[src/rtl/pipe_ctrl_pkg.sv]
// Shared stage indices, default depth and the thermometer helper for the
// pipeline stall/flush controller.
package pipe_ctrl_pkg;

   localparam int STG_PC  = 0;
   localparam int STG_IF  = 1;
   localparam int STG_ID  = 2;
   localparam int STG_EX  = 3;
   localparam int STG_MEM = 4;
   localparam int STG_WB  = 5;

   localparam int NSTAGE_DFLT = 6;
   localparam int THERM_W     = 32;

   // Bits 0..idx set; a negative index yields an all-zero mask.
   function automatic logic [THERM_W-1:0] therm_mask(input int idx);
      logic [THERM_W-1:0] m;
      m = '0;
      for (int i = 0; i < THERM_W; i++) begin
         if (i <= idx) m[i] = 1'b1;
      end
      return m;
   endfunction

endpackage

[src/rtl/stall_timer.sv]
// Counted multi-cycle stall: accepts one request when idle, contributes its
// stage for N cycles including the request cycle, cleared by an older flush.
module stall_timer
   import pipe_ctrl_pkg::*;
#(
   parameter int NSTAGE = NSTAGE_DFLT,
   parameter int CNT_W  = 4,
   parameter int SW     = $clog2(NSTAGE)
) (
   input  logic             clk,
   input  logic             rst,
   input  logic             req_i,
   input  logic [SW-1:0]    stage_i,
   input  logic [CNT_W-1:0] cycles_i,
   input  logic             flush_vld_i,
   input  logic [SW-1:0]    flush_idx_i,
   output logic             act_o,
   output logic [SW-1:0]    act_stage_o,
   output logic             busy_o
);

   logic [CNT_W-1:0] cnt_q, cnt_d;
   logic [SW-1:0]    stg_q, stg_d;
   logic             busy;
   logic             accept;
   logic             clr;

   assign busy        = (cnt_q != '0);
   assign accept      = req_i && (cycles_i != '0) && !busy && !rst;
   assign act_stage_o = accept ? stage_i : stg_q;
   assign act_o       = !rst && (accept || busy);
   assign busy_o      = busy && !rst;
   assign clr         = flush_vld_i && act_o && (act_stage_o < flush_idx_i);

   always_comb begin
      cnt_d = cnt_q;
      stg_d = stg_q;
      if (clr) begin
         cnt_d = '0;
      end else if (accept) begin
         cnt_d = cycles_i - CNT_W'(1);
         stg_d = stage_i;
      end else if (busy) begin
         cnt_d = cnt_q - CNT_W'(1);
      end
   end

   always_ff @(posedge clk) begin
      if (rst) begin
         cnt_q <= '0;
         stg_q <= '0;
      end else begin
         cnt_q <= cnt_d;
         stg_q <= stg_d;
      end
   end

endmodule

[src/rtl/pipeline_ctrl.sv]
// Per-stage stall/flush generator, zero-cycle latency from requests; merges
// level and counted stalls, resolves redirects, tracks stall stats and watchdog.
module pipeline_ctrl
   import pipe_ctrl_pkg::*;
#(
   parameter int NSTAGE   = NSTAGE_DFLT,
   parameter int CNT_W    = 4,
   parameter int WDOG_MAX = 255,
   parameter int STAT_W   = 32
) (
   input  logic                      clk,
   input  logic                      rst,
   input  logic [NSTAGE-1:0]         stallreq,
   input  logic [NSTAGE-1:0]         flushreq,
   input  logic                      timed_req,
   input  logic [$clog2(NSTAGE)-1:0] timed_stage,
   input  logic [CNT_W-1:0]          timed_cycles,
   output logic [NSTAGE-1:0]         stall,
   output logic [NSTAGE-1:0]         flush,
   output logic                      timed_busy,
   output logic                      wdog_err,
   output logic [STAT_W-1:0]         stall_cycles
);

   localparam int SW   = $clog2(NSTAGE);
   localparam int WD_W = $clog2(WDOG_MAX + 1);

   logic          tmr_act;
   logic [SW-1:0] tmr_stage;
   logic          lvl_vld, src_vld, fl_vld;
   logic [SW-1:0] lvl_idx, src_idx, fl_idx;

   logic [WD_W-1:0]   wd_q, wd_d;
   logic              err_q, err_d;
   logic [STAT_W-1:0] stat_q, stat_d;

   stall_timer #(
      .NSTAGE (NSTAGE),
      .CNT_W  (CNT_W),
      .SW     (SW)
   ) u_timer (
      .clk         (clk),
      .rst         (rst),
      .req_i       (timed_req),
      .stage_i     (timed_stage),
      .cycles_i    (timed_cycles),
      .flush_vld_i (fl_vld),
      .flush_idx_i (fl_idx),
      .act_o       (tmr_act),
      .act_stage_o (tmr_stage),
      .busy_o      (timed_busy)
   );

   always_comb begin
      lvl_vld = 1'b0;
      lvl_idx = '0;
      for (int k = 0; k < NSTAGE; k++) begin
         if (stallreq[k] && !rst) begin
            lvl_vld = 1'b1;
            lvl_idx = SW'(k);
         end
      end
      src_vld = lvl_vld || tmr_act;
      src_idx = (tmr_act && (!lvl_vld || tmr_stage > lvl_idx)) ? tmr_stage : lvl_idx;
   end

   // A redirect from a frozen stage waits; flushreq[0] has no younger stages.
   always_comb begin
      fl_vld = 1'b0;
      fl_idx = '0;
      for (int k = 1; k < NSTAGE; k++) begin
         if (flushreq[k] && !rst && (!src_vld || SW'(k) > src_idx)) begin
            fl_vld = 1'b1;
            fl_idx = SW'(k);
         end
      end
   end

   // Eligibility puts every stall source below the flush index, so a flush
   // masks all of them.
   always_comb begin
      flush = fl_vld ? NSTAGE'(therm_mask(int'(fl_idx) - 1)) : '0;
      stall = (src_vld && !fl_vld) ? NSTAGE'(therm_mask(int'(src_idx))) : '0;
      stall = stall & ~flush;
   end

   always_comb begin
      wd_d   = '0;
      err_d  = err_q;
      stat_d = stat_q;
      if (stall[0]) begin
         wd_d = (wd_q == WD_W'(WDOG_MAX)) ? wd_q : wd_q + WD_W'(1);
         if (wd_q >= WD_W'(WDOG_MAX - 1)) err_d = 1'b1;
         if (stat_q != '1) stat_d = stat_q + STAT_W'(1);
      end
   end

   always_ff @(posedge clk) begin
      if (rst) begin
         wd_q   <= '0;
         err_q  <= 1'b0;
         stat_q <= '0;
      end else begin
         wd_q   <= wd_d;
         err_q  <= err_d;
         stat_q <= stat_d;
      end
   end

   assign wdog_err     = err_q && !rst;
   assign stall_cycles = stat_q;

endmodule

[config.mk]
export PLATFORM = sky130hd
export DESIGN_NAME = pipeline_ctrl
export DESIGN_NICKNAME = d
export VERILOG_FILES = /design/src/rtl/pipe_ctrl_pkg.sv /design/src/rtl/stall_timer.sv /design/src/rtl/pipeline_ctrl.sv
export SDC_FILE = /design/constraint.sdc
export NUM_CORES = 1
export LEC_CHECK = 0
export BUFFER_PORTS_ARGS = -buffer_cell sky130_fd_sc_hd__buf_2
export CORE_UTILIZATION = 30
export DETAILED_ROUTE_END_ITERATION = 16
export GPL_TIMING_DRIVEN = 0
export HOLD_SLACK_MARGIN = 0.02
export PLACE_DENSITY = 0.56
export SYNTH_ARGS = -nofsm -noshare
export SYNTH_HDL_FRONTEND = slang
export SYNTH_HIERARCHICAL = 1
export SYNTH_SLANG_ARGS = --single-unit
[constraint.sdc]
create_clock -name clk -period 6.5 [get_ports clk]
set_clock_uncertainty 0.2 [all_clocks]
set_input_delay 0.65 -clock clk [delete_from_list [all_inputs] [get_ports clk]]
set_output_delay 0.65 -clock clk [all_outputs]
set_load 0.1 [all_outputs]
Yosys cells after proc, flatten, opt, wreduce, memory -nomap -nowiden --
Index checks and enable logic that the tools add are counted. W data, S select, Z words.
Storage, ports and cells: register bits 48, bits in latches 0, memory bits (writable) 0, ROM bits 0, input bits 22, output and inout port bits 46, logic and storage cells 118, memories 0
Cells by class: add/subtract/negate cells 5, $mul 0, div/mod/pow operators 0, order comparisons 19, eq/ne operators 2, shift operators 0, multiplexer cells 38, bitwise operators 3, reduce and logical (&&, ||, !) cells 46
Operators by type and width (number):
- $add A32 B1 Y32 const B | 1
- $ne A32 B32 Y1 const B | 1
- $mux W3 | 10
- $logic_and A1 B1 Y1 | 26
- $mux W1 | 24
- $mux W6 | 2
- $add A8 B1 Y8 const B | 1
- $eq A8 B8 Y1 const B | 1
- $ge A8 B8 Y1 const B | 1
- $le A3 B4 Y1 const A | 2
- $le A4 B4 Y1 const A | 2
- $logic_or A1 B1 Y1 | 8
- $mux W4 | 2
- $reduce_bool A4 Y1 | 2
- $sub A4 B1 Y4 const B | 2
- $and A6 B6 Y6 | 1
- $gt A2 B3 Y1 const A | 2
- $gt A3 B3 Y1 const A | 2
- $le A2 B3 Y1 const A | 2
- $le A3 B3 Y1 const A | 2
- $not A6 Y6 | 1
- $logic_not A1 Y1 | 5
- $le A1 B4 Y1 const A | 1
- $le A2 B4 Y1 const A | 1
- other kinds (9) | 11

Logic depth before layout (Yosys ltp) --
Gate-level depths: netlist of run 1.
word-level depth 28, mapped depth 19, depth with buffers taken out 19

By module --
Netlist of run 1, hierarchy kept.
By module, submodules not included:
- pipeline_ctrl | instances 1, cells each 326, area an instance 2560.0 um2, sequential area each 820.8 um2
- stall_timer | instances 1, cells each 57, area an instance 500.5 um2, sequential area each 140.1 um2

Worst setup path after synthesis of run 1 --
No wires, ideal clock.
kind flip-flop to output port, start register u_timer.cnt_q[0], end output flush[5], data arrival time 6739 ps, required time 5650 ps, slack -1089 ps, cell stages (with the launch flop) 12, path buffers 0, cells stage by stage dfxtp_1 -> or4_4 -> nor3_4 -> mux2_2 -> ha_1 -> and3_1 -> a21oi_1 -> o21ai_4 -> mux2i_1 -> nor2_1 -> nor2_1 -> a21oi_1
Between the ends: longest elaborated chain between the ends 21, elaborated cells between the ends (all ways) 42, those cells by class add/sub: 1; order compare: 7; mux: 14; reduce/logical: 20
RTL lines:
- from (decl) | RTL line stall_timer.sv:22 | logic [CNT_W-1:0] cnt_q, cnt_d;
- from (signal assigned) | RTL line stall_timer.sv:53 | cnt_q <= cnt_d;
- $reduce_bool A4 Y1 (*) | RTL line stall_timer.sv:28 | assign busy = (cnt_q != '0);
- $logic_not A1 Y1 (*) | RTL line stall_timer.sv:29 | assign accept = req_i && (cycles_i != '0) && !busy && !rst;
- $logic_and A1 B1 Y1 (*) (2 in a row) | RTL line stall_timer.sv:29
- $mux W3 (*)
- net tmr_stage[1] | RTL line pipeline_ctrl.sv:29 | logic [SW-1:0] tmr_stage;
- $gt A3 B3 Y1 | RTL line pipeline_ctrl.sv:64 | src_idx = (tmr_act && (!lvl_vld || tmr_stage > lvl_idx)) ? tmr_stage : lvl_idx;
- $logic_or A1 B1 Y1 | RTL line pipeline_ctrl.sv:64
- $logic_and A1 B1 Y1 | RTL line pipeline_ctrl.sv:64
- [2 not listed]
- $logic_or A1 B1 Y1 | RTL line pipeline_ctrl.sv:72 | if (flushreq[k] && !rst && (!src_vld || SW'(k) > src_idx)) begin
- $logic_and A1 B1 Y1 | RTL line pipeline_ctrl.sv:72
- $mux W1 | RTL line pipeline_ctrl.sv:72
- $mux W3 (4 in a row) | RTL line pipeline_ctrl.sv:72
- $sub A3 B1 Y4 | RTL line pipeline_ctrl.sv:82 | flush = fl_vld ? NSTAGE'(therm_mask(int'(fl_idx) - 1)) : '0;
- $le A4 B4 Y1 | RTL line pipe_ctrl_pkg.sv:20 | if (i <= idx) m[i] = 1'b1;
- $mux W1 | RTL line pipe_ctrl_pkg.sv:20
- $mux W6 (*) | RTL line pipeline_ctrl.sv:82
- to (decl) | RTL line pipeline_ctrl.sv:19 | output logic [NSTAGE-1:0] flush,
Mark *: on every way through the listed nets, which the timed path passes. The rest lies on a longest branch.

Worst setup path in the final report of run 1 --
start register u_timer.cnt_q[0], end output flush[1]
Between the ends: elaborated cells between the ends (all ways) 42, those cells by class add/sub: 1; order compare: 7; mux: 14; reduce/logical: 20
RTL lines:
- $reduce_bool A4 Y1 (*) | RTL line stall_timer.sv:28
- $logic_not A1 Y1 (*) | RTL line stall_timer.sv:29
- $logic_and A1 B1 Y1 (*) (2 in a row) | RTL line stall_timer.sv:29
- $mux W3 (*)
- net tmr_stage[1] | RTL line pipeline_ctrl.sv:29
- $gt A3 B3 Y1 | RTL line pipeline_ctrl.sv:64
- $logic_or A1 B1 Y1 | RTL line pipeline_ctrl.sv:64
- $logic_and A1 B1 Y1 | RTL line pipeline_ctrl.sv:64
- [3 not listed]
- $logic_and A1 B1 Y1 | RTL line pipeline_ctrl.sv:72
- $mux W3 (2 in a row) | RTL line pipeline_ctrl.sv:72
- $mux W3 (*) | RTL line pipeline_ctrl.sv:72
- net fl_idx[2] | RTL line pipeline_ctrl.sv:31 | logic [SW-1:0] lvl_idx, src_idx, fl_idx;
- $sub A3 B1 Y4 (*) | RTL line pipeline_ctrl.sv:82
- $le A2 B4 Y1 (*) | RTL line pipe_ctrl_pkg.sv:20
- $mux W1 (*) | RTL line pipe_ctrl_pkg.sv:20
- $mux W6 (*) | RTL line pipeline_ctrl.sv:82
Marks and branches as above.

==> results of run 1 <==
==> layout make-up <==
class	count	area, um2
Fill cell	1064	6130
Multi-Input combinational cell	302	1980
Sequential cell	48	961
Timing Repair Buffer	66	330
Tap cell	133	166
Inverter	21	78.8
Clock buffer	5	68.8
Buffer	12	57.6
Clock inverter	3	46.3
==> through the flow <==
| stage | total power (W) | setup WS [ps] | utilization | cell area, um2 |
|---|---|---|---|---|
| finish | 0.00105 | 379 | 0.375 | 3690 |
| global placement | 0.000825 | 491 | 0.364 | 3570 |
| global route | 0.00111 | 49.9 | 0.375 | 3690 |
| floorplan | 0.000735 | 91.3 | - | 3070 |
| CTS | 0.00106 | 322 | 0.375 | 3690 |
| detailed placement | 0.000830 | 418 | 0.364 | 3570 |
==> cells by family after synthesis <==
logic type                 share of synthesized area
and+or+nand+nor                                0.326
AOI/OAI and AO/OA                              0.191
DFF                                            0.314
buffers and inverters                         0.0446
xor gates and xnor gates                      0.0515
adders and majority gates                     0.0450
muxes                                         0.0274
==> registers in the layout (all words and copies together) (netlist names) <==
| name | count |
|---|---|
| err_q | 1 |
| u_timer/cnt_q | 4 |
| stall_cycles | 32 |
| wd_q | 8 |
| u_timer/stg_q | 3 |
==> layout by cell type (no fill, tap or decap), drive strengths merged, types with 5 or more instances in the layout <==
master,Yosys,routed
buf,5,71
nor4,10,10
a31oi,5,5
dfxtp,48,48
ha,11,11
xor2,5,5
nor3,11,11
nor4b,6,6
nand2b,7,7
or3,12,12
nand4,9,9
o21ai,19,19
mux2i,5,5
clkbuf,7,12
and3,9,9
a21oi,29,29
nor2,36,36
nand3,21,21
xnor2,13,13
or4,5,5
inv,21,22
nand2,34,34
==> worst reg2reg max path: cells and delay by family, from the launching register on <==
kind            cells  cell delay, ps
compound gates      6            1140
fa+ha+maj           2             650
buf+inv             3             750
flops               1             360
mux                 2             930
simple gates        4            1290
==> how the worst max path moves through the flow <==
stage	cells past startpoint	end	slack (ps)
finish	14	flush[1]	380
global placement	16	flush[1]	490
detailed placement	16	flush[1]	420
CTS	14	flush[1]	320
global route	14	flush[1]	50
floorplan	15	flush[1]	90
==> metal layers <==
layer	share of wire	wire (um)
met1	0.47	3980
met2	0.48	4090
met3	0.044	375
met4	0.011	97
met5	0	0
==> power by group through the flow <==
stage                     clock (W)  combinational (W)  sequential (W)
after global routing       0.000246           0.000536        0.000331
final                      0.000228           0.000495        0.000328
after floorplan                   0           0.000376        0.000359
after CTS                  0.000234           0.000497        0.000328
after detailed placement          0           0.000496        0.000335
after global placement            0           0.000492        0.000333
==> flow_summary_export.csv, run 1 <==
group,metric,value,unit
critical_path,r2r_slack,1050,ps
critical_path,slowest_delay,560,ps
yosys,synth_commonest_cells,"dfxtp_1 (48), nor2_1 (35), nand2_1 (34)",
global_route,met1_usage,0.210,
clocking,numCtsBuffers,5,
floorplan,initial_core_util,0.312,
critical_path,worstReg2RegStart,"u_timer/cnt_q[0]",
routing,wirelength,8540,um
run_status,outcome,"completed",
yosys,yosys_warnings,6,
routing,via_per_inst,5.28,
global_route,grt_max_degree,17,
power_and_ir_drop,vdd_drop_max,0.000136,V
floorplan,row_count,36,
floorplan,io_pins,68,
yosys,async_flop_share,0,
layout,nNetsFinal,489,
floorplan,die_w,103,um
yosys,synth_cell_types,67,
timing,rsz0062_at_grt,"no",
floorplan,die_h,103,um
yosys,avgSynthCellArea,7.99,um2
routing,first_pass_iters,4,
critical_path,worstPathCellList,"or4_4 -> nor3_4 -> mux2_2 -> ha_1 -> and3_1 -> a21oi_1 -> o21ai_4 -> mux2i_1 -> a21boi_4 -> inv_2 -> buf_1 -> nand2_1 -> a41oi_1 -> buf_2",
yosys,syn_nets,416,
clocking,cts_sinks,48,
routing,drc,0,
run,maxCapViolations,0,
yosys,synth_area,0.00306,mm2
critical_path,path_class,"reg2out",
timing,max_freq,163,MHz
critical_path,endpoint_kind,"output port",
min_path,hp-class,"reg2reg",
critical_path,cp.arrival,5270,ps
clocking,h-tree-depth,2,
global_route,antenna_found_initial,0,
placed_design,gp_congestion,0.858,
power_and_ir_drop,p_clk_frac,0.217,
timing,setup_violations,0,
min_path,hold_start,"u_timer/stg_q[2]",
critical_path,cp_slowest_cell,"or4_4",
clocking,cts_resized,0,
routing,vias,3113,
critical_path,critPathTopFamily,"simple AND/OR/NAND/NOR gates",
yosys,synth_edf_count,0,
clocking,worstSkewPairLatency,310,ps
clocking,cts_tree,"built",
critical_path,crit_required,5650,ps
power_and_ir_drop,p_leak,1.45,nW
global_route,grt_pass1_wl,13700,um
clocking,clock_path_buffers,2,
power_and_ir_drop,swShare,0.480,
placed_design,place.port_buffers,66,
power_and_ir_drop,intPower,0.000546,W
global_route,overflow,0,
timing,finalMaxSlewViolations,0,
yosys,yosysMostFrequentCell,"dfxtp_1",
power_and_ir_drop,pwr-share-seq,0.312,
floorplan,dieArea,0.0106,mm2
layout,syn_to_final_growth,20.4,%
layout,drive_gt1_frac,0.221,
critical_path,timing.rr.end,"u_timer/cnt_q[0]",
routing,drt_iter0_drc,114,
yosys,syn_inst,383,
yosys,ys_ff_latch,48,
placed_design,dp_hpwl,6620,um
yosys,yosysTopAreaCellShare,0.314,
global_route,grt_pass1_vias,2832,
critical_path,critPathBufInv,3,
timing,setup_tns,0,ps
timing,worst_pin_slew,1050,ps
critical_path,start_kind,"flop",
min_path,min_to,"u_timer/stg_q[2]",
routing,ant_nets,0,
global_route,grt_usage,0.165,
yosys,ys_top_cells_by_area,"dfxtp_1 (31%), a21oi_1 (4.7%), ha_1 (4.5%)",
yosys,synth-seq-area-share,0.314,
critical_path,crit_fanout,11,
clocking,clk_pin_slew,90,ps
global_route,use_met2,0.283,
yosys,ys.flop_type,"dfxtp_1",
floorplan,core-area,0.00982,mm2
timing,min_period_over_period,0.942,
layout,layout.cells.non_filler,590,
placed_design,dp.cells,582,
power_and_ir_drop,p_sw,0.000505,W
power_and_ir_drop,power_density,285,mW/mm2
power_and_ir_drop,p_comb_frac,0.471,
clocking,holdBufCountCts,0,
layout,antenna_cells,0,
clocking,cts_setup_buffers,0,
critical_path,r2r_cells,17,
timing,period_needed,6120,ps
timing,hold_ws,275,ps
global_route,grt_busiest_layer,"met2",
clocking,clock-root-buffer,"clkbuf_8",
global_route,met3_usage,0.0325,
timing,hold_viol,0,
yosys,yosys.area.top_type,"dfxtp_1",
timing,slew_headroom,0.291,
critical_path,cp-startpoint,"u_timer/cnt_q[0]",
min_path,hold_depth,2,
routing,wl_per_cell,14.5,um
(Power assumes the default switching activity.)
==> inputs of run 2 (changes only) <==
Settings changed: CORE_UTILIZATION 30 to 35, PLACE_DENSITY 0.56 to 0.62, SYNTH_HIERARCHICAL 1 to default.
==> run 2 against run 1 <==
Compared with the run above: worst hold slack hardly changed; combinational power decreased by 0.8%; area after synthesis is 2.4% higher; critical path type is now in2out; cell count fell by 1.2%; largest cell class unchanged; synthesized cell count is 5.7% higher; critical path depth grew 1; final area barely moved; total power is 2.7% lower; sequential share of layout area is essentially flat; utilization increased by 4.9 points; first-iteration DRC count up 130%; worst setup slack improved by 330 ps.
==> flow_summary_export.csv, run 2 <==
group,metric,value,unit
run_status,outcome,"completed",
routing,wl_per_cell,14.8,um
critical_path,path_depth,15,
timing,setup_tns,0,ps
yosys,syn_nets,435,
yosys,yosysTopAreaCellShare,0.307,
timing,slew_headroom,0.396,
critical_path,path_class,"in2out",
floorplan,io_pins,68,
routing,first_pass_iters,4,
clocking,numCtsBuffers,5,
layout,nNetsFinal,504,
routing,wirelength,8610,um
layout,largest_reg_flops,32,
timing,worst_pin_slew,899,ps
routing,vias,3218,
placed_design,place.port_buffers,62,
min_path,hp-class,"reg2reg",
placed_design,placed_area,0.00359,mm2
floorplan,row_count,34,
floorplan,core-area,0.00868,mm2
layout,final_cell_mix,"buf_2 (63), nor2_1 (48), dfxtp_1 (48), nand2_1 (33), a21oi_1 (30)",
clocking,holdBufCountCts,0,
global_route,antenna_found_initial,0,
clocking,clk_pin_slew,90,ps
clocking,cts_resized,0,
critical_path,critPathBufInv,7,
critical_path,slowest_delay,490,ps
yosys,yosys.area.top_type,"dfxtp_1",
placed_design,dp_hpwl,6530,um
placed_design,gp_congestion,0.913,
layout,drive_gt1_frac,0.196,
layout,syn_to_final_growth,17.6,%
yosys,ys_ff_latch,48,
yosys,synth_edf_count,0,
yosys,ys.flop_type,"dfxtp_1",
power_and_ir_drop,power_density,278,mW/mm2
layout,final_common_cell,"buf_2",
global_route,overflow,0,
timing,setup_violations,0,
routing,drc,0,
critical_path,cp.arrival,4940,ps
timing,max_freq,173,MHz
routing,drt_iter0_drc,265,
timing,period_needed,5790,ps
critical_path,cpMostUsedCell,"clkbuf_1",
critical_path,crit_path_end,"stall[3]",
clocking,cts_sinks,48,
critical_path,worstPathCellList,"clkbuf_1 -> clkbuf_1 -> clkbuf_1 -> clkbuf_1 -> nor2_1 -> ha_1 -> nand2_1 -> o21ba_2 -> o221ai_1 -> o221ai_4 -> mux2i_4 -> inv_2 -> clkbuf_1 -> nor2_1 -> buf_2",
critical_path,worstReg2RegStart,"u_timer.cnt_q[3]",
global_route,grt_max_degree,16,
timing,rsz0062_at_grt,"no",
critical_path,critPathTopFamily,"buffers and inverters",
yosys,synth_cell_types,58,
critical_path,crit_required,5650,ps
timing,min_period_over_period,0.891,
critical_path,start_kind,"input port",
layout,fin_area,0.00368,mm2
critical_path,r2r_cells,16,
yosys,synth-seq-area-share,0.307,
run,maxCapViolations,0,
global_route,grt_pass1_wl,14700,um
global_route,grt_pass1_vias,3027,
timing,hold_viol,0,
power_and_ir_drop,vdd_drop_max,0.000123,V
power_and_ir_drop,p_leak,1.45,nW
critical_path,timing.rr.end,"u_timer.stg_q[1]",
critical_path,cp-startpoint,"rst",
floorplan,dieArea,0.00933,mm2
layout,antenna_cells,0,
global_route,grt_usage,0.186,
critical_path,crit_fanout,10,
power_and_ir_drop,p_total,0.00102,W
yosys,async_flop_share,0,
timing,finalMaxSlewViolations,0,
clocking,cts_tree,"built",
critical_path,r2r_slack,1000,ps
clocking,cts_setup_buffers,0,
clocking,clock_path_buffers,2,
yosys,syn_inst,405,
yosys,synth_commonest_cells,"dfxtp_1 (48), nor2_1 (48), nand2_1 (33)",
floorplan,initial_core_util,0.361,
clocking,clock-root-buffer,"clkbuf_8",
routing,via_per_inst,5.52,
yosys,ys_top_cells_by_area,"dfxtp_1 (31%), nor2_1 (5.8%), a21oi_1 (4.8%)",
layout,fillers,905,
floorplan,die_h,96.6,um
yosys,yosys_warnings,0,
yosys,synth_area,0.00313,mm2
critical_path,cp_slowest_cell,"clkbuf_1",
clocking,h-tree-depth,2,
clocking,worstSkewPairLatency,310,ps
routing,ant_nets,0,
critical_path,endpoint_kind,"output port",
floorplan,die_w,96.6,um
yosys,avgSynthCellArea,7.74,um2
[run 2: report_power, final]
group / internal (W) / total, W / switching, W
logic: 0.000131 / 0.000491 / 0.000360
clock network: 0.0000863 / 0.000195 / 0.000108
registers: 0.000315 / 0.000338 / 0.0000228
total: 0.000532 / 0.00102 / 0.000491
[run 2: logic make-up after synthesis]
logic type | count (synthesis) | synth area share
flip-flops | 48 | 0.307
buffers and inverters | 43 | 0.0555
multiplexers | 12 | 0.0439
XOR/XNOR | 23 | 0.0643
AND/OR/NAND/NOR | 185 | 0.315
AO/OA/AOI/OAI | 85 | 0.182
other | 1 | 0.00120
adder cells (fa/ha/maj) | 8 | 0.0320
[run 2: how the worst min path moves through the flow]
stage,startpoint,end,slack [ps],depth (start not counted)
after floorplan,err_q,err_q,240,2
after global placement,err_q,err_q,250,2
after detailed placement,err_q,err_q,270,2
after CTS,err_q,err_q,280,2
after global routing,err_q,err_q,290,2
final,err_q,err_q,270,2
[run 2: area by class of cell]
type | count | area [um2] | area share
Clock inverter | 2 | 15.0 | 0.00408
Timing Repair Buffer | 62 | 310 | 0.0842
Buffer | 23 | 98.8 | 0.0268
Sequential cell | 48 | 961 | 0.261
Clock buffer | 6 | 82.6 | 0.0224
Tap cell | 108 | 135 | 0.0367
Inverter | 20 | 75.1 | 0.0204
Multi-Input combinational cell | 314 | 2010 | 0.544
[run 2: tightest hold or removal path: stages (launching register included)]
cell	delay, ps
dfxtp_1	310
inv_1	60
o32ai_1	60
[run 2: metrics by stage]
stage	cells	worst slack (ps)	hold slack [ps]	util
2_1_floorplan	405	296	239	-
4_1_cts	583	657	281	0.424
6_report	583	708	275	0.424
3_5_place_dp	575	395	268	0.413
5_1_grt	583	331	287	0.424
3_3_place_gp	575	423	253	0.413
[run 2: per-layer routing]
layer	vias up	wire length, um	global-route usage
met2	92	3830	0.295
met5	-	0	0
met4	0	119	0.0471
met3	12	477	0.0289
met1	1504	4180	0.263
li1	1610	-	-
==> inputs of run 3 (changes only) <==
Settings changed: ABC_AREA from default to 1, CORE_MARGIN from default to 4, PLACE_DENSITY 0.62 to 0.61.
==> run 3 against run 2 <==
Compared with the run above: sequential power hardly changed; die area is 17% higher; critical path depth is 8 higher; clock-buffer cell count stayed put; clock power is 13% lower; global-route usage is 1.9 points lower; final area is 3.1% higher; cell count is 19% higher; wire length is 4.4% higher; non-clock buffer count is 2 lower; worst hold slack worse by 11 ps; synthesized cell count is 26% higher; largest cell class unchanged; largest power group unchanged.
==> flow_summary_export.csv, run 3 <==
group,metric,value,unit
yosys,synth_cell_types,31,
run_status,outcome,"completed",
timing,finalMaxSlewViolations,0,
min_path,hold_depth,2,
critical_path,crit_required,5650,ps
critical_path,crit_fanout,10,
layout,drive_gt1_frac,0.165,
clocking,numCtsBuffers,5,
clocking,worstSkewPairLatency,300,ps
yosys,synth_area,0.00326,mm2
routing,ant_nets,0,
yosys,ys_ff_latch,48,
global_route,antenna_found_initial,0,
yosys,synth_edf_count,0,
min_path,min_to,"err_q",
critical_path,r2r_slack,2370,ps
layout,final_common_cell,"nand2_1",
min_path,hold_start,"err_q",
timing,min_period_over_period,0.792,
global_route,grt_pass1_vias,3281,
placed_design,placed_area,0.00372,mm2
layout,antenna_cells,0,
power_and_ir_drop,vdd_drop_max,0.000169,V
timing,period_needed,5150,ps
floorplan,die_w,104,um
timing,hold_ws,264,ps
critical_path,worstReg2RegStart,"u_timer.cnt_q[0]",
yosys,async_flop_share,0,
layout,final_cell_mix,"nand2_1 (116), buf_2 (69), nor2_1 (68), inv_1 (62), dfxtp_1 (48)",
layout,regArea,961,um2
layout,multi_input_area,0.00197,mm2
global_route,overflow,0,
critical_path,cp-startpoint,"timed_cycles[1]",
critical_path,cp.arrival,4300,ps
routing,wirelength,8990,um
power_and_ir_drop,power_density,299,mW/mm2
floorplan,initial_core_util,0.366,
yosys,avgSynthCellArea,6.38,um2
timing,rsz0062_at_grt,"no",
layout,nNetsFinal,613,
run,maxCapViolations,0,
yosys,syn_nets,541,
timing,worst_pin_slew,652,ps
clocking,cts_resized,0,
layout,fillers,955,
placed_design,dp_hpwl,7190,um
routing,drt_iter0_drc,191,
clocking,cts_sinks,48,
global_route,grt_usage,0.167,
timing,hold_viol,0,
clocking,clock-root-buffer,"clkbuf_8",
layout,syn_to_final_growth,16.5,%
floorplan,core-area,0.00889,mm2
routing,via_per_inst,5.00,
critical_path,r2r_cells,27,
timing,setup_violations,0,
routing,vias,3456,
critical_path,endpoint_kind,"output port",
yosys,syn_inst,511,
clocking,clk_pin_slew,80,ps
layout,fin_util,0.427,
floorplan,io_pins,68,
timing,slew_headroom,0.561,
min_path,hp-class,"reg2reg",
timing,setup_tns,0,ps
routing,first_pass_iters,4,
yosys,yosysTopAreaCellShare,0.295,
floorplan,row_count,34,
global_route,grt_pass1_wl,15400,um
floorplan,die_h,104,um
yosys,yosysMostFrequentCell,"nand2_1",
clocking,clock_path_buffers,2,
critical_path,path_class,"in2out",
critical_path,timing.rr.end,"u_timer.cnt_q[1]",
global_route,grt_max_degree,14,
yosys,ys_top_cells_by_area,"dfxtp_1 (29%), nand2_1 (13%), nor2_1 (7.8%)",
clocking,holdBufCountCts,0,
yosys,ys.flop_type,"dfxtp_1",
routing,wl_per_cell,13.0,um
critical_path,start_kind,"input port",
floorplan,dieArea,0.0109,mm2
clocking,cts_tree,"built",
placed_design,place.port_buffers,65,
yosys,synth_commonest_cells,"nand2_1 (116), nor2_1 (68), inv_1 (62)",
yosys,yosys.area.top_type,"dfxtp_1",
layout,fin_area,0.00380,mm2
routing,drc,0,
layout,largest_reg_flops,32,
clocking,h-tree-depth,2,
clocking,cts_setup_buffers,0,
timing,max_freq,194,MHz
power_and_ir_drop,p_leak,1.66,nW
placed_design,gp_congestion,0.907,
yosys,yosys_warnings,0,
yosys,synth-seq-area-share,0.295,
[run 3: cell count changes after synthesis, sizes merged, moves of 9 or more]
| cell | change |
|---|---|
| inv | +44 |
| nand2 | +89 |
| xnor2 | -13 |
| or4 | -11 |
| clkbuf | -9 |
| nand4 | +25 |
| xor2 | +23 |
| or3 | -10 |
| o31ai | -12 |
| nor2 | +24 |
| a21oi | +16 |
[run 3: layout make-up]
type / count / share of cell area
plain buffers: 18 / 0.0221
clock buffers: 6 / 0.0191
clock inverters: 1 / 0.00132
inverters: 64 / 0.0633
multi-input cells: 381 / 0.520
flip-flops and latches: 48 / 0.253
well taps: 108 / 0.0356
repair buffers: 65 / 0.0857
[run 3: through the flow]
stage / total power, W / worst slack (ps) / std cells
6_report: 0.00114 / 1350 / 691
3_5_place_dp: 0.000975 / 1330 / 684
4_1_cts: 0.00115 / 1330 / 691
3_3_place_gp: 0.000964 / 1460 / 684
2_1_floorplan: 0.000861 / 657 / 511
5_1_grt: 0.00122 / 915 / 691
[run 3: worst max-delay path by stage]
stage	to	slack [ps]	cells past startpoint
final	stall[2]	1350	23
after CTS	stall[2]	1330	23
after detailed placement	stall[2]	1330	23
after global routing	stall[2]	920	23
after floorplan	stall[1]	660	24
after global placement	stall[2]	1460	23
[run 3: cell families (layout without fill, tap and decap cells)]
logic type | Yosys count | in the layout | share of synthesized area
flops | 48 | 48 | 0.295
other cells | 1 | 1 | 0.00115
compound gates | 59 | 59 | 0.0952
fa+ha+maj | 8 | 8 | 0.0307
buf+inv | 82 | 154 | 0.0995
simple gates | 280 | 280 | 0.390
xor+xnor | 33 | 33 | 0.0887
[run 3: critical path: stages]
cell and delay (ps):
buf_2 110, nor2_1 100, nand2_1 100, nand2_1 120, nor2_4 70, o21ai_0 520, ha_1 370, inv_1 70
nor2_1 40, nor2_1 80, nand2_1 60, nand2_1 60, nand2_2 80, nand2_2 110, nand2_1 60, nand2_1 130
inv_1 100, nand3_2 100, nand2_1 120, nor3_4 380, nand2_2 230, nor2_1 170, buf_2 450
[run 3: layer usage]
layer / GRT usage / routed length, um / vias up
li1: - / - / 1807
met1: 0.225 / 4330 / 1553
met2: 0.262 / 3980 / 85
met3: 0.0416 / 563 / 11
met4: 0.0532 / 122 / 0
met5: 0 / 0 / -
[run 3: power by group]
group	internal [W]	switching, W	leakage (nW)	total (W)
clock	0.0000734	0.0000962	0.0410	0.000170
combinational	0.000139	0.000492	1.23	0.000631
sequential	0.000320	0.0000164	0.388	0.000336
